File: config.mk
export PLATFORM = sky130hd
export DESIGN_NAME = time_set_ctrl
export DESIGN_NICKNAME = d
export VERILOG_FILES = /design/src/rtl/clock_pkg.sv /design/src/rtl/btn_edge.sv /design/src/rtl/time_set_ctrl.sv
export SDC_FILE = /design/constraint.sdc
export NUM_CORES = 1
export LEC_CHECK = 0
export CAP_MARGIN = 20
export CORE_ASPECT_RATIO = 1.5
export CORE_MARGIN = 5
export CORE_UTILIZATION = 34
export CTS_CLUSTER_DIAMETER = 50
export DETAILED_ROUTE_END_ITERATION = 10
export SYNTH_ARGS = -nofsm -noshare
export SYNTH_HDL_FRONTEND = slang
export SYNTH_SLANG_ARGS = --single-unit
File: constraint.sdc
create_clock -name Clk_1sec -period 1.6 [get_ports Clk_1sec]
set_input_delay 0.32 -clock Clk_1sec [delete_from_list [all_inputs] [get_ports Clk_1sec]]
set_output_delay 0.32 -clock Clk_1sec [all_outputs]
set_load 0.005 [all_outputs]
File: src/rtl/clock_pkg.sv
`default_nettype none
// ============================================================================
// Module      : clock_pkg
// Description : Shared definitions for the time-set controller: FSM state
//               encoding, display edit-field codes and time-field limits.
// Revision    : 1.0 - initial release
// ============================================================================
package clock_pkg;

    typedef enum logic [1:0] {
        ST_RUN     = 2'd0,
        ST_SET_HR  = 2'd1,
        ST_SET_MIN = 2'd2,
        ST_COMMIT  = 2'd3
    } state_t;

    localparam logic [1:0] c_edit_none    = 2'b00;
    localparam logic [1:0] c_edit_hours   = 2'b01;
    localparam logic [1:0] c_edit_minutes = 2'b10;

    localparam logic [4:0] MAX_HOURS   = 5'd23;
    localparam logic [5:0] MAX_MINUTES = 6'd59;

    // Display blink code for the field being edited in a given state.
    function automatic logic [1:0] edit_code(input state_t s);
        case (s)
            ST_SET_HR:  edit_code = c_edit_hours;
            ST_SET_MIN: edit_code = c_edit_minutes;
            default:    edit_code = c_edit_none;
        endcase
    endfunction

endpackage
`default_nettype wire

File: src/rtl/btn_edge.sv
`default_nettype none
// ============================================================================
// Module      : btn_edge
// Description : Rising-edge detector for a synchronous button level.
//               pulse = level & ~previous_sample.
// Ports       : clk     - system clock
//               rst_n   - asynchronous active-low reset
//               i_level - button level (already synchronous)
//               o_pulse - one-cycle pulse on a 0->1 transition
// Revision    : 1.0 - initial release
// ============================================================================
module btn_edge (
    input  logic clk,
    input  logic rst_n,
    input  logic i_level,
    output logic o_pulse
);

    logic r_prev;

    // Previous sample resets to 1 so a button held through reset release
    // does not look like a fresh press.
    always_ff @(posedge clk or negedge rst_n) begin
        if (!rst_n) begin
            r_prev <= 1'b1;
        end else begin
            r_prev <= i_level;
        end
    end

    assign o_pulse = i_level & ~r_prev;

endmodule
`default_nettype wire

File: src/rtl/time_set_ctrl.sv
`default_nettype none
// ============================================================================
// Module      : time_set_ctrl
// Description : Two-button time-setting controller. MODE walks
//               RUN -> SET_HR -> SET_MIN -> COMMIT -> RUN, INC bumps the field
//               being edited. COMMIT pulses load for one cycle. An idle
//               timeout abandons the edit without loading.
// Ports       : Clk_1sec     - 1 Hz clock
//               reset        - asynchronous active-low reset
//               mode_btn     - mode button level
//               inc_btn      - increment button level
//               cur_hours    - live hours (captured on entering edit)
//               cur_minutes  - live minutes (captured on entering edit)
//               count_en     - clock counter may advance
//               load         - one-cycle load strobe
//               load_hours   - hours to load (shadow register)
//               load_minutes - minutes to load (shadow register)
//               load_seconds - seconds to load, constant 0
//               edit_field   - 00 none, 01 hours, 10 minutes
// Revision    : 1.0 - initial release
// ============================================================================
module time_set_ctrl
    import clock_pkg::*;
#(
    parameter int TIMEOUT = 30
) (
    input  logic       Clk_1sec,
    input  logic       reset,
    input  logic       mode_btn,
    input  logic       inc_btn,
    input  logic [4:0] cur_hours,
    input  logic [5:0] cur_minutes,
    output logic       count_en,
    output logic       load,
    output logic [4:0] load_hours,
    output logic [5:0] load_minutes,
    output logic [5:0] load_seconds,
    output logic [1:0] edit_field
);

    localparam int              IDLE_W      = (TIMEOUT > 1) ? $clog2(TIMEOUT) : 1;
    localparam logic [IDLE_W-1:0] c_idle_last = IDLE_W'(TIMEOUT - 1);

    logic              w_mode_edge;
    logic              w_inc_edge;
    state_t            r_state;
    state_t            w_state_nxt;
    logic [4:0]        r_hr;
    logic [4:0]        w_hr_nxt;
    logic [5:0]        r_min;
    logic [5:0]        w_min_nxt;
    logic [IDLE_W-1:0] r_idle;
    logic [IDLE_W-1:0] w_idle_nxt;

    btn_edge u_mode_edge (
        .clk     (Clk_1sec),
        .rst_n   (reset),
        .i_level (mode_btn),
        .o_pulse (w_mode_edge)
    );

    btn_edge u_inc_edge (
        .clk     (Clk_1sec),
        .rst_n   (reset),
        .i_level (inc_btn),
        .o_pulse (w_inc_edge)
    );

    // Next-state logic. The idle counter defaults to 0, so it clears on any
    // edge and outside the set states; it only advances on a quiet set cycle.
    always_comb begin
        w_state_nxt = r_state;
        w_hr_nxt    = r_hr;
        w_min_nxt   = r_min;
        w_idle_nxt  = '0;
        case (r_state)
            ST_RUN: begin
                if (w_mode_edge) begin
                    w_hr_nxt    = cur_hours;
                    w_min_nxt   = cur_minutes;
                    w_state_nxt = ST_SET_HR;
                end
            end
            ST_SET_HR: begin
                if (w_mode_edge) begin
                    w_state_nxt = ST_SET_MIN;
                end else if (w_inc_edge) begin
                    // >= also wraps an out-of-range captured value to 0
                    w_hr_nxt = (r_hr >= MAX_HOURS) ? 5'd0 : r_hr + 5'd1;
                end else if (r_idle == c_idle_last) begin
                    w_state_nxt = ST_RUN;
                end else begin
                    w_idle_nxt = r_idle + 1'b1;
                end
            end
            ST_SET_MIN: begin
                if (w_mode_edge) begin
                    w_state_nxt = ST_COMMIT;
                end else if (w_inc_edge) begin
                    w_min_nxt = (r_min >= MAX_MINUTES) ? 6'd0 : r_min + 6'd1;
                end else if (r_idle == c_idle_last) begin
                    w_state_nxt = ST_RUN;
                end else begin
                    w_idle_nxt = r_idle + 1'b1;
                end
            end
            ST_COMMIT: begin
                w_state_nxt = ST_RUN;
            end
            default: begin
                w_state_nxt = ST_RUN;
            end
        endcase
    end

    // State, shadows and outputs are all registered; outputs are computed
    // from the next state so they line up with the state they describe.
    always_ff @(posedge Clk_1sec or negedge reset) begin
        if (!reset) begin
            r_state    <= ST_RUN;
            r_hr       <= '0;
            r_min      <= '0;
            r_idle     <= '0;
            count_en   <= 1'b1;
            load       <= 1'b0;
            edit_field <= c_edit_none;
        end else begin
            r_state    <= w_state_nxt;
            r_hr       <= w_hr_nxt;
            r_min      <= w_min_nxt;
            r_idle     <= w_idle_nxt;
            count_en   <= (w_state_nxt == ST_RUN);
            load       <= (w_state_nxt == ST_COMMIT);
            edit_field <= edit_code(w_state_nxt);
        end
    end

    assign load_hours   = r_hr;
    assign load_minutes = r_min;
    assign load_seconds = 6'd0;

endmodule
`default_nettype wire
### Yosys cells after proc, flatten, opt, wreduce, memory -nomap -nowiden

Index checks and enable logic that the tools add are counted.

* add/sub/neg operators: 3
* magnitude comparators: 2
* equality and inequality tests: 12
* multiplexer cells: 21
* bitwise logic cells: 4
* reductions and logical operators: 7

Operators with widths (number)
* $mux W5: 8
* $mux W6: 4
* $pmux W6 S2: 1
* $add A5 B1 Y5 const B: 2
* $mux W2: 5
* $pmux W5 S2: 1
* $eq A2 B2 Y1 const B: 4
* $pmux W2 S4: 1
* $reduce_and A4 Y1: 2
* $add A6 B1 Y6 const B: 1
* $ge A6 B6 Y1 const B: 1
* $ne A2 B1 Y1 const B: 3
* $eq A5 B5 Y1 const B: 1
* $ge A5 B5 Y1 const B: 1
* $eq A2 B1 Y1 const B: 2
* $logic_not A2 Y1: 2
* $ne A2 B2 Y1 const B: 2
* $pmux W2 S2: 1
* $reduce_bool A2 Y1: 2
* $and A1 B1 Y1: 2
* $not A1 Y1: 2
* $reduce_or A2 Y1: 1

* register bits after elaboration: 24
* input bits: 15
* output and inout bits: 21
* logic and storage cells: 58

### Longest topological paths before layout

* depth after elaboration: 7
* depth in mapped cells: 7

### Hierarchy

From an unflattened synthesis, not the netlist that was laid out.

* cell total of the unflattened synthesis: 153
* area, all modules: 1555.2 um2

By module, submodules not included
* time_set_ctrl: times used 1, cells an instance 149, area an instance 1475.2 um2
* btn_edge: times used 2, cells an instance 2, area an instance 40.0 um2

### Worst setup path after synthesis

OpenSTA, ideal clock, no wires.

* kind: register to register
* start: reg r_state[1]
* end: reg r_min[0] (netlist: load_minutes[0])
* library setup time: 0.125 ns
* data arrival time: 1.548 ns
* data required time: 1.475 ns
* slack: -0.073 ns
* cell stages (with the launch flop): 7
* clock period less this slack: 1.673 ns
* cell sequence: dfrtp_1 inv_1 ha_1 inv_1 nor3_4 nor2_4 mux2_4

* cells in the longest elaborated chain, start to end: 3
* elaborated cells on any way between the ends: 8
* classes of those cells: eq/ne (4); mux (1); reduce/logical (3)

Ends and longest elaborated chain
* start, declared: RTL line time_set_ctrl.sv:46 `state_t r_state;`
* start signal, assigned: RTL line time_set_ctrl.sv:128 `r_state <= w_state_nxt;`
* $eq A2 B2 Y1 or $logic_not A2 Y1 (tied branches): RTL line time_set_ctrl.sv:76 `case (r_state)`
* $ne A2 B1 Y1 (no source line) (tied with other cells)
* $reduce_and A4 Y1 (no source line)
* end signal, assigned: RTL line time_set_ctrl.sv:130 `r_min <= w_min_nxt;`
* end, declared: RTL line time_set_ctrl.sv:50 `logic [5:0] r_min;`

Several ways; a longest one is shown, not always the timed one.
A chain may end at the register's enable or synchronous reset.

### Worst setup path in the final report

Same ends and word-level chain as after synthesis.

==> flow_metrics.py <==
metrics = {
    "power": {
        "power_switching_w": 0.00127,
        "pwr-share-clk": 0.106,
        "p_int_w": 0.00220,
        "p_seq_frac": 0.287,
        "p_leak_nw": 1.05,
        "power-per-cell-area_nw_per_um2": 1560,
        "swShare": 0.367,
        "vdd_drop_max_v": 0.00108,
        "combinationalPowerShare": 0.607,
    },
    "placement": {
        "hpwl_mm": 3.00,
        "portBuffers": 29,
        "gp_congestion": 0.888,
        "place_ws_ns": -0.293,
        "dp_cells": 243,
    },
    "synthesis": {
        "synthCells": 144,
        "async_flop_share": 1.00,
        "synthFlopType": "dfrtp_1",
        "synth_top_area_share": 0.355,
        "synth_most_common_cell": "dfrtp_1",
        "avgSynthCellArea_um2": 10.3,
        "yosysWarningCount": 0,
        "yosysSeqAreaShare": 0.408,
        "synth_top_cells_by_area": "dfrtp_1, ha_1, dfstp_2, buf_4, mux2_4",
        "yosys-top-cells-count": "dfrtp_1, inv_1, nor2_1",
        "yosys.area.top_type": "dfrtp_1",
        "syn_area_um2": 1480,
        "ys_types": 50,
        "synth_edf_count": 0,
        "ys_ff_latch": 24,
    },
    "critical_path": {
        "cp-end-kind": "flip-flop",
        "crit_path_start": "r_state[1]",
        "critPathArrivalTime_ns": 1.76,
        "r2r_setup_slack_ns": -0.005,
        "cp-start-kind": "flip-flop",
        "reg2regPathDepth": 5,
        "worst-setup-path-type": "reg2reg",
        "r2r_end": "load_minutes[0]",
        "rr_startpoint": "r_state[1]",
        "crit_required_ns": 1.76,
        "path_max_fanout": 6,
    },
    "outcome": {
        "outcome": "complete, but fails checks",
        "violations": "setup timing",
    },
    "route": {
        "drtIter0Drc": 37,
        "antenna_left": 0,
        "viasPerCell": 5.21,
        "drc": 0,
        "num_vias": 1338,
        "wl_per_cell_um": 15.3,
        "finalWirelength_mm": 3.94,
        "first_pass_iters": 4,
    },
    "min_path": {
        "min_path_type": "in2async",
    },
    "die": {
        "core_area_um2": 4250,
        "dieHeight_um": 90.8,
        "fp-row-count": 29,
        "io_pins": 36,
        "die_w_um": 63.9,
        "die_area_um2": 5800,
        "start_util": 0.349,
    },
    "global_route": {
        "grt_pass1_vias": 1410,
        "grt_max_degree": 25,
        "track_usage": 0.137,
        "grt.overflow.total": 0,
        "antenna_found_initial": 0,
        "grt_pass1_wl_mm": 6.57,
    },
    "sta": {
        "fin_crit_sh": 1.00,
        "fin_ws_ns": -0.00484,
        "hold_ws_ns": 0.410,
        "fmax_ghz": 0.623,
        "hold_violations": 0,
        "slew_viol_final": 0,
        "setup_viol": 3,
        "rsz0062_at_grt": "true",
        "tns_ns": -0.0120,
        "fin_crit_ns": 1.60,
        "finClkSkew_ns": 0.00543,
    },
    "layout": {
        "fin_nets": 234,
        "n_antenna_cell": 0,
        "area_delta_synth_final_pct": 50.7,
        "layout.cells.non_filler": 257,
        "regArea_um2": 606,
        "multiInputGateArea_um2": 858,
        "layout-drive-gt1-share": 0.332,
        "n_fill_cell": 390,
    },
    "clock_network": {
        "cts_buffer_depth": 2,
        "clk_pin_slew_worst_paths_ns": 0.09,
        "cts-buffers-inserted": 3,
        "cts_tree": "yes",
        "clk_latency_ns": 0.26,
        "cts_sinks": 24,
        "root_buffer": "clkbuf_8",
        "htreeDepth": 1,
    },
    "flow_run": {
        "drv_cap": 0,
    },
}
==> layer usage <==
metal	vias to the layer above	share of wire	track usage
met3	10	0.045	0.0237
met5	-	0	0
met4	0	0.028	0.0451
met2	44	0.55	0.259
li1	643	-	-
met1	641	0.38	0.145
==> power by group through the flow <==
stage	clock, W	combinational, W	sequential [W]
final	0.000367	0.00211	0.000998
after global routing	0.000410	0.00231	0.00102
after floorplan	0	0.000844	0.00106
after CTS	0.000385	0.00199	0.000992
after detailed placement	0	0.00184	0.00100
after global placement	0	0.00177	0.000990
==> layout by cell type (no fill, tap or decap), types with 2 or more instances in the layout <==
cell and n:
nor2_1 9, and3_1 4, a21oi_1 4, dfstp_2 3, o21ai_2 3, o2bb2ai_1 3
o221ai_1 2, nand2b_1 5, mux2_4 3, o21ai_1 2, a211oi_1 2, o31a_1 2
nand2_1 6, conb_1 6, ha_4 3, xor2_1 2, nor2b_1 2, clkdlybuf4s50_1 21
inv_2 3, nand4_1 4, clkbuf_8 3, buf_6 2, o21ai_0 2, o211ai_1 3
dlymetal6s2s_1 7, dfrtp_1 20, o21a_1 3, buf_4 34, nand3_1 6, inv_1 7
nand2_2 2, ha_1 4
==> flip-flops by register name, summed over array words and instances, names as in the netlist <==
signal	flops
edit_field	2
load_minutes	6
u_mode_edge.r_prev	1
count_en	1
load_hours	5
r_idle	5
r_state	2
u_inc_edge.r_prev	1
load	1
==> layout make-up <==
cell class	count	area share
inverters	11	0.0207
multi-input cells	105	0.385
well taps	46	0.0258
repair buffers	67	0.277
flip-flops and latches	24	0.271
clock buffers	4	0.0202
==> through the flow <==
step	utilization	total power, W	area [µm²]
after floorplan	-	0.00190	1510
after global placement	0.473	0.00277	2010
after detailed placement	0.473	0.00284	2010
after CTS	0.503	0.00336	2130
after global routing	0.526	0.00374	2230
final	0.526	0.00348	2230
==> kinds of logic (layout without fill, tap and decap cells) <==
kind of cell,count (synthesis),count (layout),share of synthesized area
AOI/OAI and AO/OA,36,36,0.194
xor gates and xnor gates,3,3,0.0177
adders and majority gates,7,7,0.0591
buffers and inverters,20,82,0.0777
DFF,24,24,0.408
muxes,4,4,0.0372
other,1,6,0.00253
and+or+nand+nor,49,49,0.204
==> worst max-delay path, stage by stage, from the launching register on <==
cell	delay, ns
dfrtp_1	0.43
inv_2	0.10
ha_4	0.19
nor4_4	0.35
nor2_4	0.12
mux2_4	0.31
==> timing repair <==
| item | 4_1_cts | 5_1_grt |
|---|---|---|
| gates cloned | 0 | 0 |
| buffers inserted | 4 | 7 |
| gates resized for setup | 13 | 18 |
| endpoints found under the setup margin | 19 | 25 |
| hold buffers | 0 | 0 |
| pin swaps | 3 | 2 |
==> worst max-delay path by stage <==
stage	endpoint	slack [ns]	cells past startpoint
after global routing	load_hours[2]	-0.07	6
after global placement	load_hours[2]	-0.27	5
after floorplan	load_hours[2]	-0.0006	7
after detailed placement	load_hours[3]	-0.29	5
after CTS	load_minutes[0]	-0.008	5
final	load_minutes[0]	-0.005	5
Note: power is estimated with default switching activity, not from simulation.
